--- src/rtl/tri_dispatch_pkg.sv ---
// Shared types for the triangle dispatch scheduler: triangle width,
// scheduler state encoding and the triangle bus type.
package tri_dispatch_pkg;

  localparam int TRI_W = 168;

  typedef enum logic [1:0] {
    IDLE  = 2'd0,
    HOLD  = 2'd1,
    DRAIN = 2'd2,
    DONE  = 2'd3
  } disp_state_t;

  typedef logic [TRI_W-1:0] tri_t;

endpackage

--- src/rtl/tri_dispatch_sched_rr_arbiter.sv ---
// Combinational round-robin arbiter. The search begins one lane past the
// previous grant and wraps; the grant register itself lives in the parent.
module rr_arbiter #(
  parameter int NUM_LANES = 4,
  localparam int IDX_W = $clog2(NUM_LANES)
) (
  input  logic                 en,
  input  logic [NUM_LANES-1:0] req,
  input  logic [IDX_W-1:0]     last_grant,
  output logic [NUM_LANES-1:0] grant,
  output logic [IDX_W-1:0]     grant_idx
);

  logic             found;
  logic [IDX_W-1:0] idx;

  // pick the first requesting lane after last_grant, wrapping around
  always_comb begin
    grant     = '0;
    grant_idx = '0;
    found     = 1'b0;
    idx       = '0;
    for (int i = 0; i < NUM_LANES; i++) begin
      idx = IDX_W'((int'(last_grant) + 1 + i) % NUM_LANES);
      if (en && !found && req[idx]) begin
        found      = 1'b1;
        grant[idx] = 1'b1;
        grant_idx  = idx;
      end
    end
  end

endmodule

--- src/rtl/tri_dispatch_sched.sv ---
// Triangle dispatch scheduler: one-entry holding register feeding a bank of
// rasterizer lanes round-robin, with end-of-frame drain and triangle counts.
// Optional per-lane statistics port enabled by TRI_DISPATCH_STATS_EN.
//
//   state | meaning
//   IDLE  | hold register empty, waiting for a triangle or frame end
//   HOLD  | hold register full, waiting for any ready lane
//   DRAIN | frame ended, waiting for every lane to report ready
//   DONE  | one cycle: frame_done pulse, counts snapshotted and cleared
module tri_dispatch_sched
  import tri_dispatch_pkg::*;
#(
  parameter int NUM_LANES = 4,
  parameter int CNT_W     = 16
) (
  input  logic                 clk,
  input  logic                 n_rst,
  input  logic                 texel_ready,
  input  tri_t                 texel_buffer,
  output logic                 texel_read,
  input  logic                 frame_end,
  input  logic [NUM_LANES-1:0] lane_ready,
  output logic [NUM_LANES-1:0] lane_valid,
  output tri_t                 lane_triangle,
  output logic                 frame_done,
  output logic [CNT_W-1:0]     frame_tri_count,
`ifdef TRI_DISPATCH_STATS_EN
  output logic [NUM_LANES*CNT_W-1:0] lane_tri_count,
`endif
  output logic                 busy
);

  localparam int IDX_W = $clog2(NUM_LANES);

  disp_state_t          state_q, state_d;
  tri_t                 hold_q, hold_d;
  tri_t                 out_tri_q, out_tri_d;
  logic [NUM_LANES-1:0] lane_valid_q, lane_valid_d;
  logic                 texel_read_q, texel_read_d;
  logic [IDX_W-1:0]     last_grant_q, last_grant_d;
  logic                 end_pending_q, end_pending_d;
  logic [CNT_W-1:0]     cur_count_q, cur_count_d;
  logic [CNT_W-1:0]     frame_cnt_q, frame_cnt_d;
  logic [NUM_LANES-1:0] grant;
  logic [IDX_W-1:0]     grant_idx;
  logic                 issue, capture, pend, drain_done;

  rr_arbiter #(.NUM_LANES(NUM_LANES)) u_arb (
    .en         (state_q == HOLD),
    .req        (lane_ready),
    .last_grant (last_grant_q),
    .grant      (grant),
    .grant_idx  (grant_idx)
  );

  // next-state, capture/issue decisions and counter updates
  always_comb begin
    state_d       = state_q;
    hold_d        = hold_q;
    out_tri_d     = out_tri_q;
    lane_valid_d  = '0;
    texel_read_d  = 1'b0;
    last_grant_d  = last_grant_q;
    end_pending_d = end_pending_q;
    cur_count_d   = cur_count_q;
    frame_cnt_d   = frame_cnt_q;
    issue         = 1'b0;
    capture       = 1'b0;
    pend          = end_pending_q | frame_end;
    drain_done    = 1'b0;
    case (state_q)
      IDLE: begin
        if (texel_ready) begin
          capture       = 1'b1;
          state_d       = HOLD;
          end_pending_d = frame_end;
        end else if (frame_end) begin
          state_d = DRAIN;
        end
      end
      HOLD: begin
        end_pending_d = pend;
        if (|grant) begin
          issue = 1'b1;
          if (pend)             state_d = DRAIN;
          else if (texel_ready) capture = 1'b1;
          else                  state_d = IDLE;
        end
      end
      DRAIN: begin
        if (&lane_ready) begin
          drain_done  = 1'b1;
          state_d     = DONE;
          frame_cnt_d = cur_count_q;
        end
      end
      DONE: begin
        cur_count_d   = '0;
        end_pending_d = 1'b0;
        state_d       = IDLE;
      end
      default: state_d = IDLE;
    endcase
    if (capture) begin
      hold_d       = texel_buffer;
      texel_read_d = 1'b1;
    end
    // the output copy keeps the issued triangle on the bus even when the
    // hold register reloads at the same edge
    if (issue) begin
      lane_valid_d = grant;
      out_tri_d    = hold_q;
      last_grant_d = grant_idx;
      if (cur_count_q != '1) cur_count_d = cur_count_q + CNT_W'(1);
    end
  end

  // state and datapath registers
  always_ff @(posedge clk or negedge n_rst) begin
    if (!n_rst) begin
      state_q       <= IDLE;
      hold_q        <= '0;
      out_tri_q     <= '0;
      lane_valid_q  <= '0;
      texel_read_q  <= 1'b0;
      last_grant_q  <= IDX_W'(NUM_LANES - 1);
      end_pending_q <= 1'b0;
      cur_count_q   <= '0;
      frame_cnt_q   <= '0;
    end else begin
      state_q       <= state_d;
      hold_q        <= hold_d;
      out_tri_q     <= out_tri_d;
      lane_valid_q  <= lane_valid_d;
      texel_read_q  <= texel_read_d;
      last_grant_q  <= last_grant_d;
      end_pending_q <= end_pending_d;
      cur_count_q   <= cur_count_d;
      frame_cnt_q   <= frame_cnt_d;
    end
  end

  assign texel_read      = texel_read_q;
  assign lane_valid      = lane_valid_q;
  assign lane_triangle   = out_tri_q;
  assign frame_done      = (state_q == DONE);
  assign frame_tri_count = frame_cnt_q;
  assign busy            = (state_q != IDLE);

`ifdef TRI_DISPATCH_STATS_EN
  logic [CNT_W-1:0] lane_cnt_q  [NUM_LANES];
  logic [CNT_W-1:0] lane_cnt_d  [NUM_LANES];
  logic [CNT_W-1:0] lane_snap_q [NUM_LANES];
  logic [CNT_W-1:0] lane_snap_d [NUM_LANES];

  // per-lane saturating counts, snapshotted with the frame count
  always_comb begin
    lane_cnt_d  = lane_cnt_q;
    lane_snap_d = lane_snap_q;
    if (issue && lane_cnt_q[grant_idx] != '1)
      lane_cnt_d[grant_idx] = lane_cnt_q[grant_idx] + CNT_W'(1);
    if (drain_done) lane_snap_d = lane_cnt_q;
    if (state_q == DONE)
      for (int i = 0; i < NUM_LANES; i++) lane_cnt_d[i] = '0;
  end

  // per-lane statistics registers
  always_ff @(posedge clk or negedge n_rst) begin
    if (!n_rst) begin
      for (int i = 0; i < NUM_LANES; i++) begin
        lane_cnt_q[i]  <= '0;
        lane_snap_q[i] <= '0;
      end
    end else begin
      lane_cnt_q  <= lane_cnt_d;
      lane_snap_q <= lane_snap_d;
    end
  end

  // pack snapshots with lane i at bits [i*CNT_W +: CNT_W]
  always_comb begin
    lane_tri_count = '0;
    for (int i = 0; i < NUM_LANES; i++)
      lane_tri_count[i*CNT_W +: CNT_W] = lane_snap_q[i];
  end
`endif

endmodule

--- config.mk ---
export PLATFORM = sky130hd
export DESIGN_NAME = tri_dispatch_sched
export DESIGN_NICKNAME = d
export VERILOG_FILES = /design/src/rtl/tri_dispatch_pkg.sv /design/src/rtl/tri_dispatch_sched_rr_arbiter.sv /design/src/rtl/tri_dispatch_sched.sv
export SDC_FILE = /design/constraint.sdc
export NUM_CORES = 1
export LEC_CHECK = 0
export BUFFER_PORTS_ARGS = -buffer_cell sky130_fd_sc_hd__buf_2
export CORE_MARGIN = 2
export CORE_UTILIZATION = 35
export DETAILED_ROUTE_END_ITERATION = 8
export PLACE_DENSITY = 0.52
export SLEW_MARGIN = 40
export SYNTH_ARGS = -nofsm -noshare
export SYNTH_HDL_FRONTEND = slang
export SYNTH_HIERARCHICAL = 1
export SYNTH_SLANG_ARGS = --single-unit
--- constraint.sdc ---
create_clock -name clk -period 4 [get_ports clk]
set_input_delay 0.4 -clock clk [delete_from_list [all_inputs] [get_ports clk]]
set_output_delay 0.4 -clock clk [all_outputs]
set_load 0.05 [all_outputs]
Yosys cells after proc, flatten, opt, wreduce, memory -nomap -nowiden

Index checks and enable logic that the tools add are counted.

Bits in registers: 378
Latch bits: 0
Memory bits (writable): 0
ROM bits: 0
Bits of input ports: 176
Logic and storage cells: 104
Memories kept: 0

Add/sub/neg operators: 5
$mul: 0
Divide/modulo/power cells: 0
Magnitude comparators: 8
Equal/unequal tests: 9
Shift-type cells: 0
Mux-type cells: 47
Bitwise logic cells: 4
Reductions and logical operators: 22

Operator list:

| kind                    | number |
|---|---|
| $mux W16                | 3 |
| $mux W2                 | 10 |
| $mux W4                 | 5 |
| $mux W1                 | 18 |
| $add A16 B1 Y16 const B | 1 |
| $ne A16 B16 Y1 const B  | 1 |
| $lt A2 B3 Y1 const B    | 4 |
| $or A4 B4 Y4            | 3 |
| $logic_and A1 B1 Y1     | 11 |
| $bmux W1 S2             | 4 |
| $demux W1 S2            | 4 |
| $ge A2 B1 Y1 const B    | 4 |
| $pmux W2 S4             | 1 |
| $reduce_and A4 Y1       | 2 |
| $ne A2 B2 Y1 const B    | 3 |
| $ne A3 B3 Y1 const B    | 2 |
| $reduce_and A5 Y1       | 1 |
| $add A2 B1 Y2 const B   | 2 |
| $add A2 B2 Y2 const B   | 2 |
| $eq A2 B2 Y1 const B    | 2 |
| $reduce_or A4 Y1        | 1 |
| $logic_not A1 Y1        | 3 |
| $pmux W1 S3             | 1 |
| $reduce_bool A3 Y1      | 1 |
| 6 further kinds         | 6 |

Depth between registers and ports, before layout

Gate-level depths: netlist of the first run.

Depth after elaboration: 21
Gate-level depth with buffers: 16
Gate-level depth less buffers: 11

By module

Netlist of the first run, hierarchy kept.

By module, submodules not included:

| module             | instances | cells each | area each (µm²) | sequential area each (µm²) |
|---|---|---|---|---|
| tri_dispatch_sched | 1         | 1245       | 14528.9         | 9461.6 |
| rr_arbiter         | 1         | 55         | 450.4           | 0.0 |

Least setup slack after synthesis of the first run

Ideal clock, no wire load.

Path type: reg2reg
Start: register last_grant_q[0]
End: register hold_q[135]
Data arrival time: 3.508 ns
Slack: 0.368 ns
Stages on the path, launching flop included: 16
Path buffers: 4
Cells stage by stage: dfstp_2 > buf_6 > inv_1 > ha_1 > clkbuf_1 > nand2b_1 > o22a_1 > nor2_2 > and2_4 > a221o_1 > nor4_4 > nor4_2 > o21ai_4 > buf_4 > buf_6 > mux2_2

Cells in the longest elaborated chain, start to end: 20
Elaborated cells between the ends (all ways): 55
Classes of those cells: 4 x add/sub; 8 x order compare; 25 x mux; 3 x bitwise; 15 x reduce/logical

Ends and longest elaborated chain:

| item                                                                  | RTL line                            | text |
|---|---|---|
| start, declared                                                       | tri_dispatch_sched.sv:40            | `logic [IDX_W-1:0] last_grant_q, last_grant_d;` |
| start signal, assigned                                                | tri_dispatch_sched.sv:126           | `last_grant_q <= IDX_W'(NUM_LANES - 1);` |
| start signal, assigned                                                | tri_dispatch_sched.sv:136           | `last_grant_q <= last_grant_d;` |
| $add A2 B1 Y2 *                                                       | tri_dispatch_sched_rr_arbiter.sv:24 | `idx = IDX_W'((int'(last_grant) + 1 + i) % NUM_LANES);` |
| parallel branches: the longest is 15 deep, another holds $lt A2 B3 Y1 | -                                   |  |
| $mux W4 *                                                             | tri_dispatch_sched_rr_arbiter.sv:25 | `if (en && !found && req[idx]) begin` |
| named net grant[2]                                                    | tri_dispatch_sched.sv:44            | `logic [NUM_LANES-1:0] grant;` |
| $reduce_or A4 Y1 *                                                    | tri_dispatch_sched.sv:83            | `if (\|grant) begin` |
| $mux W1 *                                                             | tri_dispatch_sched.sv:83            |  |
| $pmux W1 S2 *                                                         | tri_dispatch_sched.sv:71            | `case (state_q)` |
| end signal, assigned                                                  | tri_dispatch_sched.sv:132           | `hold_q <= hold_d;` |
| end, declared                                                         | tri_dispatch_sched.sv:36            | `tri_t hold_q, hold_d;` |

Mark *: on every way through the listed nets, which the timed path passes. The select of a mux whose other input is x is not followed.
A chain may end at the register's enable or synchronous reset.

Worst setup path after layout of the first run

Start: register last_grant_q[1]
End: register hold_q[88]

Same word-level chain as after synthesis.

==> flow_summary.toml, run 1 <==
[logic_synthesis]
syn_area_sq_um = 15000
postSynthAreaPerCell_sq_um = 11.5
ys_ff_latch = 378
syn-num-nets = 1484
ys_seq_area_share_pct = 63.2
syn_inst = 1300
yosysUniqueCellTypes = 51
ys.flop_type = "dfrtp_1"
async_flop_share_pct = 100
synth_edf_count = 0
ys.warnings.count = 6

[grt]
grt_pass1_vias = 10900
gr-usage-met2_pct = 28.1
grtUsageMet3_pct = 6.36
grt_pass1_wl_um = 60500
antenna_found_initial = 9
grt_overflow_total = 0
track_usage_pct = 17.2
met1_usage_pct = 21.7
busiest_layer = "met2"
grt_start_max_net_pins = 78

[layout]
area_growth_pct = 28.4
fillCellCount = 4013
drive_above_1_share_pct = 39.1
final_common_cell = "nand2_1"
nets = 1875
mostFrequentLayoutCells = "nand2_1, dfrtp_1, buf_2, mux2_2, clkbuf_16"

[clock_network]
numCtsBuffers = 44
cts_max_path_buffers = 3
path_clk_slew_ps = 60
clock_sinks = 378
cts_root_buf = "clkbuf_16"
cts_tree = "built"
clock_latency_ps = 570
htree_levels = 2

[flow_run]
maxCapViolCount = 0

[timing]
finalHoldViolCount = 0
holdWs_ps = 59.0
worstMarginPinSlew_ps = 564
skew_ps = 15.9
rsz0062_at_grt = "no"
slew_violations = 0
post-route-period-util_pct = 93.8
layout_setup_ws_ps = 248
setup_viol = 0
relSlewSlack_pct = 62.3
max_freq_mhz = 267
fin_crit_ps = 3750
finalSetupTns_ps = 0

[place]
place.gp.congestion = 0.806
port_buffers = 366
place_ws_ps = 94.4
dp_hpwl_um = 26700

[critical_path]
worstPathArrival_ps = 4200
slowest_stage = "dfstp_2"
critPathLaunchType = "flop"
crit_top_cell = "buf_12"
required_ps = 4440
critPathMaxFanout = 26
rr_worst_depth = 13
cp_cell_sequence = "inv_1 > ha_1 > nand2b_1 > o22a_1 > nor2_2 > and2_4 > a221o_1 > nor4_4 > nor4_2 > o21ai_4 > buf_12 > buf_12 > mux2_2"
end_kind = "flop"
critical_path_class = "reg -> reg"
cpPeakStageDelay_ps = 570

[drt]
viasPerCell = 4.66
vias = 10600
routed_wirelength_um = 38100
detailedRoute.firstPassIterationCount = 4
routedWlPerCell_um = 16.8
drt_iter0_markers = 545
ant_nets = 0
route.detailed.drc = 0

[die]
rows = 75
io_pins = 367
die_h_um = 211
die_w_um = 211
die_area_sq_um = 44500
coreArea_sq_um = 42100
initial_core_util_pct = 35.6

[pwr]
ir_worst_vdd_mv = 0.647
leakagePower_uw = 0.0100
power_density_nw_per_um2 = 897

[outcome]
status = "complete, no violations"

[min_path]
hp-class = "in -> reg"
min_path_cells = 2
-- per-layer routing --
metal | up-vias | routed length [um]
met5 | - | 83
met4 | 12 | 775
met1 | 5196 | 16300
met3 | 67 | 2950
li1 | 5038 | -
met2 | 256 | 18000
-- repair_timing --
| item | 4_1_cts | 5_1_grt |
|---|---|---|
| hold buffers | 1 | 0 |
| endpoints found under the hold margin | 54 | 0 |
| buffers inserted | 0 | 1 |
| setup endpoints to repair | 0 | 160 |
| gates resized for setup | 0 | 2 |
-- registers in the layout, summed over array words and instances (netlist names) --
name	flops
state_q	2
lane_valid	4
cur_count_q	16
texel_read	1
last_grant_q	2
frame_tri_count	16
lane_triangle	168
hold_q	168
end_pending_q	1
-- critical path: cells and delay by family (launching register included) --
kind | cells | cell delay, ps
flip-flops | 1 | 570
multiplexers | 1 | 360
buffers and inverters | 3 | 490
AND/OR/NAND/NOR | 5 | 910
AO/OA/AOI/OAI | 3 | 820
adder cells (fa/ha/maj) | 1 | 450
-- cell type report --
| type | instances | area, sq um | share of cell area (%) |
|---|---|---|---|
| sequential | 378 | 9460 | 49.2 |
| multi-input combinational | 841 | 5100 | 26.5 |
| timing repair buffer | 411 | 2450 | 12.7 |
| clock buffer | 69 | 1340 | 6.94 |
| tap | 539 | 674 | 3.51 |
| clock inverter | 11 | 149 | 0.774 |
| inverter | 15 | 56.3 | 0.293 |
| antenna | 4 | 10.0 | 0.0520 |
-- stage by stage --
stage	util [%]	instance area [sq um]	instances	total power [uW]
6_report	45.7	19200	2268	17300
4_1_cts	45.6	19200	2263	17500
5_1_grt	45.6	19200	2266	18300
2_1_floorplan	-	15000	1300	11400
3_5_place_dp	42.1	17700	2182	13300
3_3_place_gp	42.0	17700	2181	13200
-- power breakdown --
group | internal (uW) | total (uW) | switching [uW]
sequential | 5490 | 6330 | 844
clock | 2480 | 4060 | 1580
combinational | 2240 | 6870 | 4640
total | 10200 | 17300 | 7060
-- cells in the mapped netlist (4+ instances only) --
| cell | count | area (sq um) |
|---|---|---|
| nand2_1 | 528 | 1980 |
| dfrtp_1 | 376 | 9410 |
| mux2_2 | 175 | 1970 |
| buf_2 | 28 | 140 |
| clkbuf_1 | 24 | 90.1 |
| inv_1 | 15 | 56.3 |
| buf_6 | 13 | 146 |
| mux2_1 | 10 | 113 |
| mux2i_1 | 9 | 90.1 |
| nand3_1 | 9 | 45.0 |
| o21ai_0 | 9 | 45.0 |
| ha_1 | 8 | 100 |
| nor2_1 | 8 | 30.0 |
| o211ai_1 | 7 | 52.6 |
| a21oi_1 | 6 | 30.0 |
| nand4_1 | 6 | 37.5 |
| and2_1 | 5 | 31.3 |
| and3_1 | 5 | 31.3 |
| a22o_1 | 4 | 35.0 |
| nand2b_1 | 4 | 25.0 |
| or3_1 | 4 | 25.0 |
-- worst paths after layout --
| check | slack [ps] | startpoint | to |
|---|---|---|---|
| min in group asynchronous | 380 | n_rst | frame_tri_count[5] |
| max in group asynchronous | 2540 | n_rst | hold_q[120] |
| worst min-delay path | 60 | texel_buffer[36] | hold_q[36] |
| worst min register to register | 460 | hold_q[54] | lane_triangle[54] |
| worst max-delay path | 250 | last_grant_q[1] | hold_q[88] |
| worst max register to register | 250 | last_grant_q[1] | hold_q[88] |
-- kinds of logic after synthesis --
logic type | share of synthesized area (%)
and+or+nand+nor | 15.5
DFF | 63.2
buffers and inverters | 2.94
adders and majority gates | 0.668
xor gates and xnor gates | 0.292
muxes | 14.8
AOI/OAI and AO/OA | 2.59
No activity file was read; power rests on OpenSTA's default activity.
==> run 2, diff against run 1 <==
--- a/config.mk
+++ b/config.mk
@@ -10,6 +10,7 @@
 export CORE_UTILIZATION = 35
 export DETAILED_ROUTE_END_ITERATION = 8
 export PLACE_DENSITY = 0.52
+export RECOVER_POWER = 100
 export SLEW_MARGIN = 40
 export SYNTH_ARGS = -nofsm -noshare
 export SYNTH_HDL_FRONTEND = slang
==> flow_summary.toml, run 2 (synthesized netlist as in run 1, its figures left out) <==
[grt]
grt_pass1_vias = 10900
grt_pass1_wl_um = 60500
met1_usage_pct = 21.7
busiest_layer = "met2"
grtUsageMet3_pct = 6.36
grt_start_max_net_pins = 78
track_usage_pct = 17.2
grt_overflow_total = 0
gr-usage-met2_pct = 28.1
antenna_found_initial = 9

[layout]
drive_above_1_share_pct = 27.5
final_area_sq_um = 18900
nets = 1875
final_common_cell = "nand2_1"
mostFrequentLayoutCells = "nand2_1, dfrtp_1, clkbuf_1, mux2_2, buf_2"
area_growth_pct = 26.1
regArea_sq_um = 9460
fin_cells = 2267
fillCellCount = 4116
multiInputGateArea_sq_um = 5090

[critical_path]
r2r_setup_slack_ps = 250
critical_path_class = "reg -> reg"
end_kind = "flop"
critPathLaunchType = "flop"
r2r_end = "hold_q[155]"
rr_worst_depth = 13
required_ps = 4440
r2r_start = "last_grant_q[1]"
worstPathArrival_ps = 4190
critPathMaxFanout = 20

[clock_network]
cts_max_path_buffers = 3
htree_levels = 2
clock_latency_ps = 570
path_clk_slew_ps = 60
clock_sinks = 378
numCtsBuffers = 44
cts_tree = "built"
cts_root_buf = "clkbuf_16"

[drt]
drt_iter0_markers = 524
vias = 10500
detailedRoute.firstPassIterationCount = 6
route.detailed.drc = 0
ant_nets = 0
routed_wirelength_um = 38100
viasPerCell = 4.65
routedWlPerCell_um = 16.8

[pwr]
intPower_uw = 9940
swShare_pct = 41.6
p_clk_share_pct = 23.9
combPwrFrac_pct = 38.8
leakagePower_uw = 0.00924
p_switching_uw = 7070
seqPwrFrac_pct = 37.4
power_uw = 17000
power_density_nw_per_um2 = 900
ir_worst_vdd_mv = 0.635

[place]
port_buffers = 366
dp.cells = 2182
place.gp.congestion = 0.806
dp_hpwl_um = 26700
place_area_sq_um = 17700

[timing]
worstMarginPinSlew_ps = 3140
post-route-period-util_pct = 93.7
fin_crit_ps = 3750
setup_viol = 0
relSlewSlack_pct = -109
finalSetupTns_ps = 0
rsz0062_at_grt = "no"
holdWs_ps = 59.6
slew_violations = 58
finalHoldViolCount = 0
skew_ps = 14.6
max_freq_mhz = 267

[die]
io_pins = 367
rows = 75
initial_core_util_pct = 35.6
die_w_um = 211
die_h_um = 211
coreArea_sq_um = 42100
die_area_sq_um = 44500

[outcome]
status = "finished, violations left"
violations = "capacitance limit, slew limit"

[min_path]
min_path_cells = 2
whs_endpoint = "hold_q[36]"
hp-class = "in -> reg"
min_from = "texel_buffer[36]"

[flow_run]
maxCapViolCount = 1
-- run 2: cell types whose count changed in the layout (fill, tap and decap cells not counted), sizes merged --
| cell | before | now |
|---|---|---|
| buf | 410 | 202 |
| clkdlybuf4s25 | 0 | 1 |
| diode | 4 | 3 |
| clkbuf | 69 | 276 |
-- run 2: power by group through the flow --
stage | Clock [uW] | Combinational (uW) | Sequential, uW
floorplan | 0 | 2630 | 8760
global placement | 0 | 6840 | 6340
detailed placement | 0 | 6950 | 6380
CTS | 4190 | 6960 | 6340
global route | 4340 | 7120 | 6570
finish | 4060 | 6590 | 6350
-- run 2: worst max-delay path by stage --
stage | from | endpoint | slack [ps] | cells after the start
2_1_floorplan | last_grant_q[0] | hold_q[135] | 370 | 15
4_1_cts | last_grant_q[1] | hold_q[88] | 90 | 13
5_1_grt | last_grant_q[1] | hold_q[5] | 20 | 13
3_3_place_gp | last_grant_q[1] | hold_q[93] | 200 | 13
3_5_place_dp | last_grant_q[1] | hold_q[96] | 90 | 13
6_report | last_grant_q[1] | hold_q[155] | 250 | 13
-- run 2: area by class of cell --
cell class / instances / share of cell area, %
Clock inverter: 11 / 0.788
Multi-Input combinational cell: 841 / 27.0
Inverter: 15 / 0.298
Sequential cell: 378 / 50.1
Tap cell: 539 / 3.57
Timing Repair Buffer: 411 / 11.2
Clock buffer: 69 / 7.07
Antenna cell: 3 / 0.0398
-- run 2: per-layer routing --
layer,wire length [um],up-vias,part of all wire [%]
met5,62,-,0.16
met4,723,12,1.9
met3,3100,64,8.1
met2,18000,267,47
met1,16200,5157,43
li1,-,5036,-
-- run 2: worst max-delay path, cell delays in order (launching register included) --
cell      delay, ps
dfstp_2         570
inv_1            90
ha_1            450
nand2b_1        150
o22a_1          200
nor2_2           90
and2_4          160
a221o_1         400
nor4_4          410
nor4_2           90
o21ai_4         220
buf_12          190
buf_6           230
mux2_2          360
-- run 2: what timing repair did --
item | 4_1_cts | 5_1_grt
buffers inserted | 0 | 1
resized for setup | 0 | 2
hold buffers | 1 | 0
setup endpoints to repair | 0 | 160
endpoints found under the hold margin | 54 | 0
-- run 2: through the flow --
stage / setup WS (ps) / util [%]
floorplan: 368 / -
global placement: 201 / 42.0
detailed placement: 94.4 / 42.1
CTS: 86.2 / 45.6
global route: 15.1 / 44.8
finish: 253 / 44.8
